File: config.mk
export PLATFORM = sky130hd
export DESIGN_NAME = decoder_onehot_pipe_flat
export DESIGN_NICKNAME = d
export VERILOG_FILES = /design/src/rtl/decoder_onehot_pipe_if.sv /design/src/rtl/decoder_onehot_pipe.sv /design/src/flat_wrapper.sv
export SDC_FILE = /design/constraint.sdc
export NUM_CORES = 1
export LEC_CHECK = 0
export ABC_AREA = 1
export CAP_MARGIN = 5
export CORE_MARGIN = 10
export CORE_UTILIZATION = 45
export CTS_CLUSTER_SIZE = 10
export DETAILED_ROUTE_END_ITERATION = 6
export PLACE_DENSITY_LB_ADDON = 0.15
export SKIP_CTS_REPAIR_TIMING = 1
export SLEW_MARGIN = 20
export SYNTH_ARGS = -nofsm -noshare
export SYNTH_HDL_FRONTEND = slang
export SYNTH_SLANG_ARGS = --single-unit
File: constraint.sdc
create_clock -name clk -period 1.7 [get_ports clk]
set_input_delay 0.34 -clock clk [delete_from_list [all_inputs] [get_ports clk]]
set_output_delay 0.34 -clock clk [all_outputs]
set_load 0.1 [all_outputs]
File: src/rtl/decoder_onehot_pipe_if.sv
// Index-in / mask-out handshake bundle for the pipelined one-hot decoder.
// master drives beats in and accepts masks out; slave is the decoder.
interface decoder_onehot_pipe_if #(
    parameter int IW = 3,
    parameter int OW = 8,
    parameter int CW = 4
) ();
    logic          en;
    logic          acc_mode;
    logic          in_valid;
    logic          in_ready;
    logic [IW-1:0] din;
    logic          in_last;
    logic          out_valid;
    logic          out_ready;
    logic [OW-1:0] dout;
    logic [CW-1:0] out_cnt;

    modport master (
        output en, acc_mode, in_valid, din, in_last, out_ready,
        input  in_ready, out_valid, dout, out_cnt
    );

    modport slave (
        input  en, acc_mode, in_valid, din, in_last, out_ready,
        output in_ready, out_valid, dout, out_cnt
    );
endinterface

File: src/rtl/decoder_onehot_pipe.sv
// Pipelined 3-to-8 one-hot decoder with optional burst accumulation and a
// main + skid output buffer so upstream sees a registered ready.
module decoder_onehot_pipe #(
    parameter int IW = 3,
    parameter int OW = 8,
    parameter int CW = 4
) (
    input logic                 clk,
    input logic                 rst,
    decoder_onehot_pipe_if.slave bus
);
    typedef enum logic {IDLE, ACCUM} state_t;

    localparam logic [CW-1:0] CNT_MAX = '1;
    localparam logic [CW-1:0] CNT_ONE = CW'(1);

    state_t        state, state_nxt;
    logic [OW-1:0] acc_mask, acc_mask_nxt;
    logic [CW-1:0] acc_cnt, acc_cnt_nxt;
    logic [CW-1:0] cnt_inc;
    logic [OW-1:0] oh;
    logic          beat;

    logic          emit;
    logic [OW-1:0] emit_mask;
    logic [CW-1:0] emit_cnt;

    logic          main_vld, skid_vld;
    logic [OW-1:0] main_mask, skid_mask;
    logic [CW-1:0] main_cnt, skid_cnt;
    logic          out_xfer;

    // Ready comes straight from the skid flop; rst gates it so upstream
    // never pushes during reset, and it rises the cycle rst drops.
    assign bus.in_ready  = !skid_vld && !rst;
    assign bus.out_valid = main_vld;
    assign bus.dout      = main_mask;
    assign bus.out_cnt   = main_cnt;

    assign beat     = bus.in_valid && bus.in_ready;
    assign out_xfer = main_vld && bus.out_ready;
    assign cnt_inc  = (acc_cnt == CNT_MAX) ? CNT_MAX : acc_cnt + CNT_ONE;

    always_comb begin
        oh = '0;
        if (bus.en) oh[bus.din] = 1'b1;
    end

    always_ff @(posedge clk) begin
        if (rst) begin
            state    <= IDLE;
            acc_mask <= '0;
            acc_cnt  <= '0;
        end else begin
            state    <= state_nxt;
            acc_mask <= acc_mask_nxt;
            acc_cnt  <= acc_cnt_nxt;
        end
    end

    // The ACCUM state is the latched burst mode: acc_mode is only looked at
    // in IDLE, so toggling it mid-burst has no effect.
    always_comb begin
        state_nxt    = state;
        acc_mask_nxt = acc_mask;
        acc_cnt_nxt  = acc_cnt;
        emit         = 1'b0;
        emit_mask    = oh;
        emit_cnt     = CNT_ONE;
        if (beat) begin
            case (state)
                IDLE: begin
                    if (bus.acc_mode && !bus.in_last) begin
                        state_nxt    = ACCUM;
                        acc_mask_nxt = oh;
                        acc_cnt_nxt  = CNT_ONE;
                    end else begin
                        emit = 1'b1;
                    end
                end
                ACCUM: begin
                    if (bus.in_last) begin
                        emit         = 1'b1;
                        emit_mask    = acc_mask | oh;
                        emit_cnt     = cnt_inc;
                        acc_mask_nxt = '0;
                        acc_cnt_nxt  = '0;
                        state_nxt    = IDLE;
                    end else begin
                        acc_mask_nxt = acc_mask | oh;
                        acc_cnt_nxt  = cnt_inc;
                    end
                end
                default: state_nxt = IDLE;
            endcase
        end
    end

    // Skid full implies in_ready=0, so a skid->main move never coincides
    // with a new emit.
    always_ff @(posedge clk) begin
        if (rst) begin
            main_vld  <= 1'b0;
            main_mask <= '0;
            main_cnt  <= '0;
            skid_vld  <= 1'b0;
            skid_mask <= '0;
            skid_cnt  <= '0;
        end else if (!main_vld || out_xfer) begin
            if (skid_vld) begin
                main_vld  <= 1'b1;
                main_mask <= skid_mask;
                main_cnt  <= skid_cnt;
                skid_vld  <= 1'b0;
            end else if (emit) begin
                main_vld  <= 1'b1;
                main_mask <= emit_mask;
                main_cnt  <= emit_cnt;
            end else begin
                main_vld  <= 1'b0;
            end
        end else if (emit) begin
            skid_vld  <= 1'b1;
            skid_mask <= emit_mask;
            skid_cnt  <= emit_cnt;
        end
    end
endmodule

File: src/flat_wrapper.sv
// flat-port wrapper written by rule: the top's interface ports become plain ports
module decoder_onehot_pipe_flat 
#(
    parameter int IW = 3,
    parameter int OW = 8,
    parameter int CW = 4
)
  (clk, rst, bus_en, bus_acc_mode, bus_in_valid, bus_din, bus_in_last, bus_out_ready, bus_in_ready, bus_out_valid, bus_dout, bus_out_cnt);
  decoder_onehot_pipe_if #(.IW(IW), .OW(OW), .CW(CW)) bus_i ();
  input logic clk;
  input logic rst;
  input wire logic [$bits(bus_i.en)-1:0] bus_en;
  input wire logic [$bits(bus_i.acc_mode)-1:0] bus_acc_mode;
  input wire logic [$bits(bus_i.in_valid)-1:0] bus_in_valid;
  input wire logic [$bits(bus_i.din)-1:0] bus_din;
  input wire logic [$bits(bus_i.in_last)-1:0] bus_in_last;
  input wire logic [$bits(bus_i.out_ready)-1:0] bus_out_ready;
  output wire logic [$bits(bus_i.in_ready)-1:0] bus_in_ready;
  output wire logic [$bits(bus_i.out_valid)-1:0] bus_out_valid;
  output wire logic [$bits(bus_i.dout)-1:0] bus_dout;
  output wire logic [$bits(bus_i.out_cnt)-1:0] bus_out_cnt;
  assign bus_i.en = bus_en;
  assign bus_i.acc_mode = bus_acc_mode;
  assign bus_i.in_valid = bus_in_valid;
  assign bus_i.din = bus_din;
  assign bus_i.in_last = bus_in_last;
  assign bus_i.out_ready = bus_out_ready;
  assign bus_in_ready = bus_i.in_ready;
  assign bus_out_valid = bus_i.out_valid;
  assign bus_dout = bus_i.dout;
  assign bus_out_cnt = bus_i.out_cnt;
  decoder_onehot_pipe #(.IW(IW), .OW(OW), .CW(CW)) u_core (.clk(clk), .rst(rst), .bus(bus_i));
endmodule
==> impl_metrics.toml <==
[status]
status = "finished, final reports clean"

[run]
max-cap-violations = 0

[power_and_ir_drop]
clkPwrFrac = 0.325
power_density_nw_per_um2 = 820.7
sw_frac_of_total = 0.2990
p_leak_uw = 0.001183
pwr-share-seq = 0.459
comb_power_share = 0.216
switchingPower_uw = 628.8
ir_drop_v = 0.0004912
power.internal_uw = 1474
total_power_uw = 2103

[cells_and_area]
nNetsFinal = 347
syn_to_final_growth_pct = 29.95
diodes = 0
drive_above_1_share = 0.1573
fillers = 407
fin_cells = 389

[floorplanning]
coreArea_um2 = 4294
num_rows = 24
num_io_pins = 24
die-area_um2 = 7430
die_w_um = 86.20
initial_utilization = 0.4592
die_h_um = 86.20

[routing]
routed_wl_mm = 4.473
first_pass_iters = 4
viasPerCell = 4.920
ant_nets = 0
routedWlPerCell_um = 11.50
drt_iter0_drc = 110
drc = 0
num_vias = 1914

[yosys]
synth_nets = 314
yosys_warnings = 0
synth_area_per_cell_um2 = 6.508
synth_top_area_cell = "dfxtp_1"
ys_seq_area_frac = 0.3959
ys_ff_latch = 39
synth.most_common_cell = "nand2_1"
async_flop_share = 0
netlist.area_leader.share = 0.3959
synth_area_um2 = 1972
postSynthCellCount = 303
synth_ff_type = "dfxtp_1"
yosys-top-cells-count = "nand2_1 (88), nor2_1 (52), dfxtp_1 (39)"
synth_cell_types = 23
synth_area_leaders = "dfxtp_1 (40%), nand2_1 (17%), nor2_1 (9.9%)"
synth_edf_count = 0

[timing]
setup_violations = 0
rsz0062_at_grt = "no"
timing.fmax_mhz = 652.8
drv_slew = 0
relSlewSlack = 0.7835
timing.final.ws_setup_ns = 0.1682
finalHoldViolCount = 0
fin_crit_ns = 1.532
min_period_over_period = 0.9011
finalClockSkew_ns = 0.004833
worstMarginPinSlew_ns = 0.3238

[critical_path]
path_max_fanout = 16
end_kind = "flip-flop"
cp_cell_sequence = "clkdlybuf4s50_1 -> o21ai_2 -> nand2_2 -> nand2_2 -> nand2_4 -> nand2_1 -> nand2_1 -> nor2_1"
arrival_ns = 1.75
max_stage_delay_ns = 0.43
crit_required_ns = 1.92
cp_slowest_cell = "clkdlybuf4s50_1"
cp-start-kind = "input port"
critPathKind = "in -> reg"

[placement]
gp_congestion = 0.8632
place_inst = 381
port_buffers = 23
dp_slack_ns = -0.1592
hpwl_mm = 3.388

[clocking]
cts_tree = "built"
clock_latency_ns = 0.29
clk_pin_slew_worst_paths_ns = 0.07
clock-sinks = 39
cts_root_buf = "clkbuf_8"
clock_tree.buffer_depth = 2
cts_inserted_buffers = 5
htreeDepth = 2

[global_route]
grtUsageTotal = 0.1320
busiest_layer = "met2"
grt_max_degree = 25
grtUsageMet3 = 0.03471
gr-total-overflow = 0
antenna_found_initial = 0
grt_pass1_wl_mm = 8.259
met1_usage = 0.1579
grt_pass1_vias = 1878
use_met2 = 0.2265

[worst_hold_path]
hp-class = "reg -> reg"
## through the flow
stage | util | hold WS, ns | area, µm² | setup TNS (ns)
6_report | 0.5967 | 0.4631 | 2562 | 0
5_1_grt | 0.5967 | 0.4909 | 2562 | 0
4_1_cts | 0.5962 | 0.4673 | 2560 | -0.03416
3_5_place_dp | 0.5728 | 0.4562 | 2460 | -3.195
3_3_place_gp | 0.5728 | 0.4539 | 2460 | -2.315
2_1_floorplan | - | 0.4401 | 1973 | -0.04069
## registers in the layout (all words and copies together), names as in the netlist
register and flops:
u_core.acc_cnt 4, u_core.bus.dout 8, u_core.skid_mask 8, u_core.bus.out_valid 1, u_core.skid_cnt 4, u_core.bus.out_cnt 4
u_core.skid_vld 1, u_core.state 1, u_core.acc_mask 8
## cells in the final DEF, fill, tap and decap left out
cell type / n
dfxtp_1: 38
nor3b_1: 1
clkbuf_8: 7
buf_4: 14
nor2_4: 4
nor2_2: 1
dfxtp_2: 1
nand2_4: 2
nand3_1: 22
clkbuf_1: 1
inv_2: 4
nor2_1: 52
o21ai_1: 4
clkdlybuf4s50_1: 8
clkinv_1: 1
buf_12: 15
inv_1: 25
nand4_1: 9
inv_4: 1
nand2_2: 3
dlymetal6s2s_1: 1
a21oi_1: 24
o21ai_2: 1
nand2_1: 88
ha_1: 1
o21ai_0: 9
## logic make-up (layout without fill, tap and decap cells)
logic type,after synthesis,after routing,share of synthesized area
AO/OA/AOI/OAI,38,38,0.09835
adder cells (fa/ha/maj),1,1,0.006344
buffers and inverters,43,77,0.09771
flip-flops,39,39,0.3959
AND/OR/NAND/NOR,182,182,0.4017
## routing by layer
layer,vias to the layer above,wire length (µm)
met5,-,0
met4,0,34
met3,4,165
met2,26,2275
met1,858,1998
li1,1026,-
## path summary, 6_finish.rpt
kind / from / endpoint / slack [ns] / cells after the start
worst max-delay path: bus_acc_mode / u_core.bus.dout[1] / 0.17 / 8
worst min-delay path: u_core.acc_mask[2] / u_core.acc_mask[2] / 0.46 / 2
worst max register to register: u_core.state / u_core.bus.dout[1] / 0.28 / 7
worst min register to register: u_core.acc_mask[2] / u_core.acc_mask[2] / 0.46 / 2
## cell type report
cell class              count  area (µm²)  share of cell area
well taps                  52       65.06             0.02539
flip-flops and latches     39       782.0              0.3052
clock buffers               8       100.1             0.03906
multi-input cells         221       998.5              0.3896
repair buffers             38       498.0              0.1943
inverters                  31       118.9             0.04639
## power by group through the flow
| stage | clock (µW) | sequential, µW | combinational [µW] |
|---|---|---|---|
| 3_5_place_dp | 0 | 987 | 456 |
| 4_1_cts | 705 | 966 | 457 |
| 6_report | 684 | 966 | 454 |
| 3_3_place_gp | 0 | 987 | 453 |
| 2_1_floorplan | 0 | 1120 | 149 |
| 5_1_grt | 742 | 969 | 486 |
## critical path, delay by kind of cell
| family | cells | cell delay [ns] |
|---|---|---|
| compound gates | 1 | 0.24 |
| simple gates | 6 | 0.73 |
| buf+inv | 1 | 0.43 |
No activity file was read; power rests on OpenSTA's default activity.
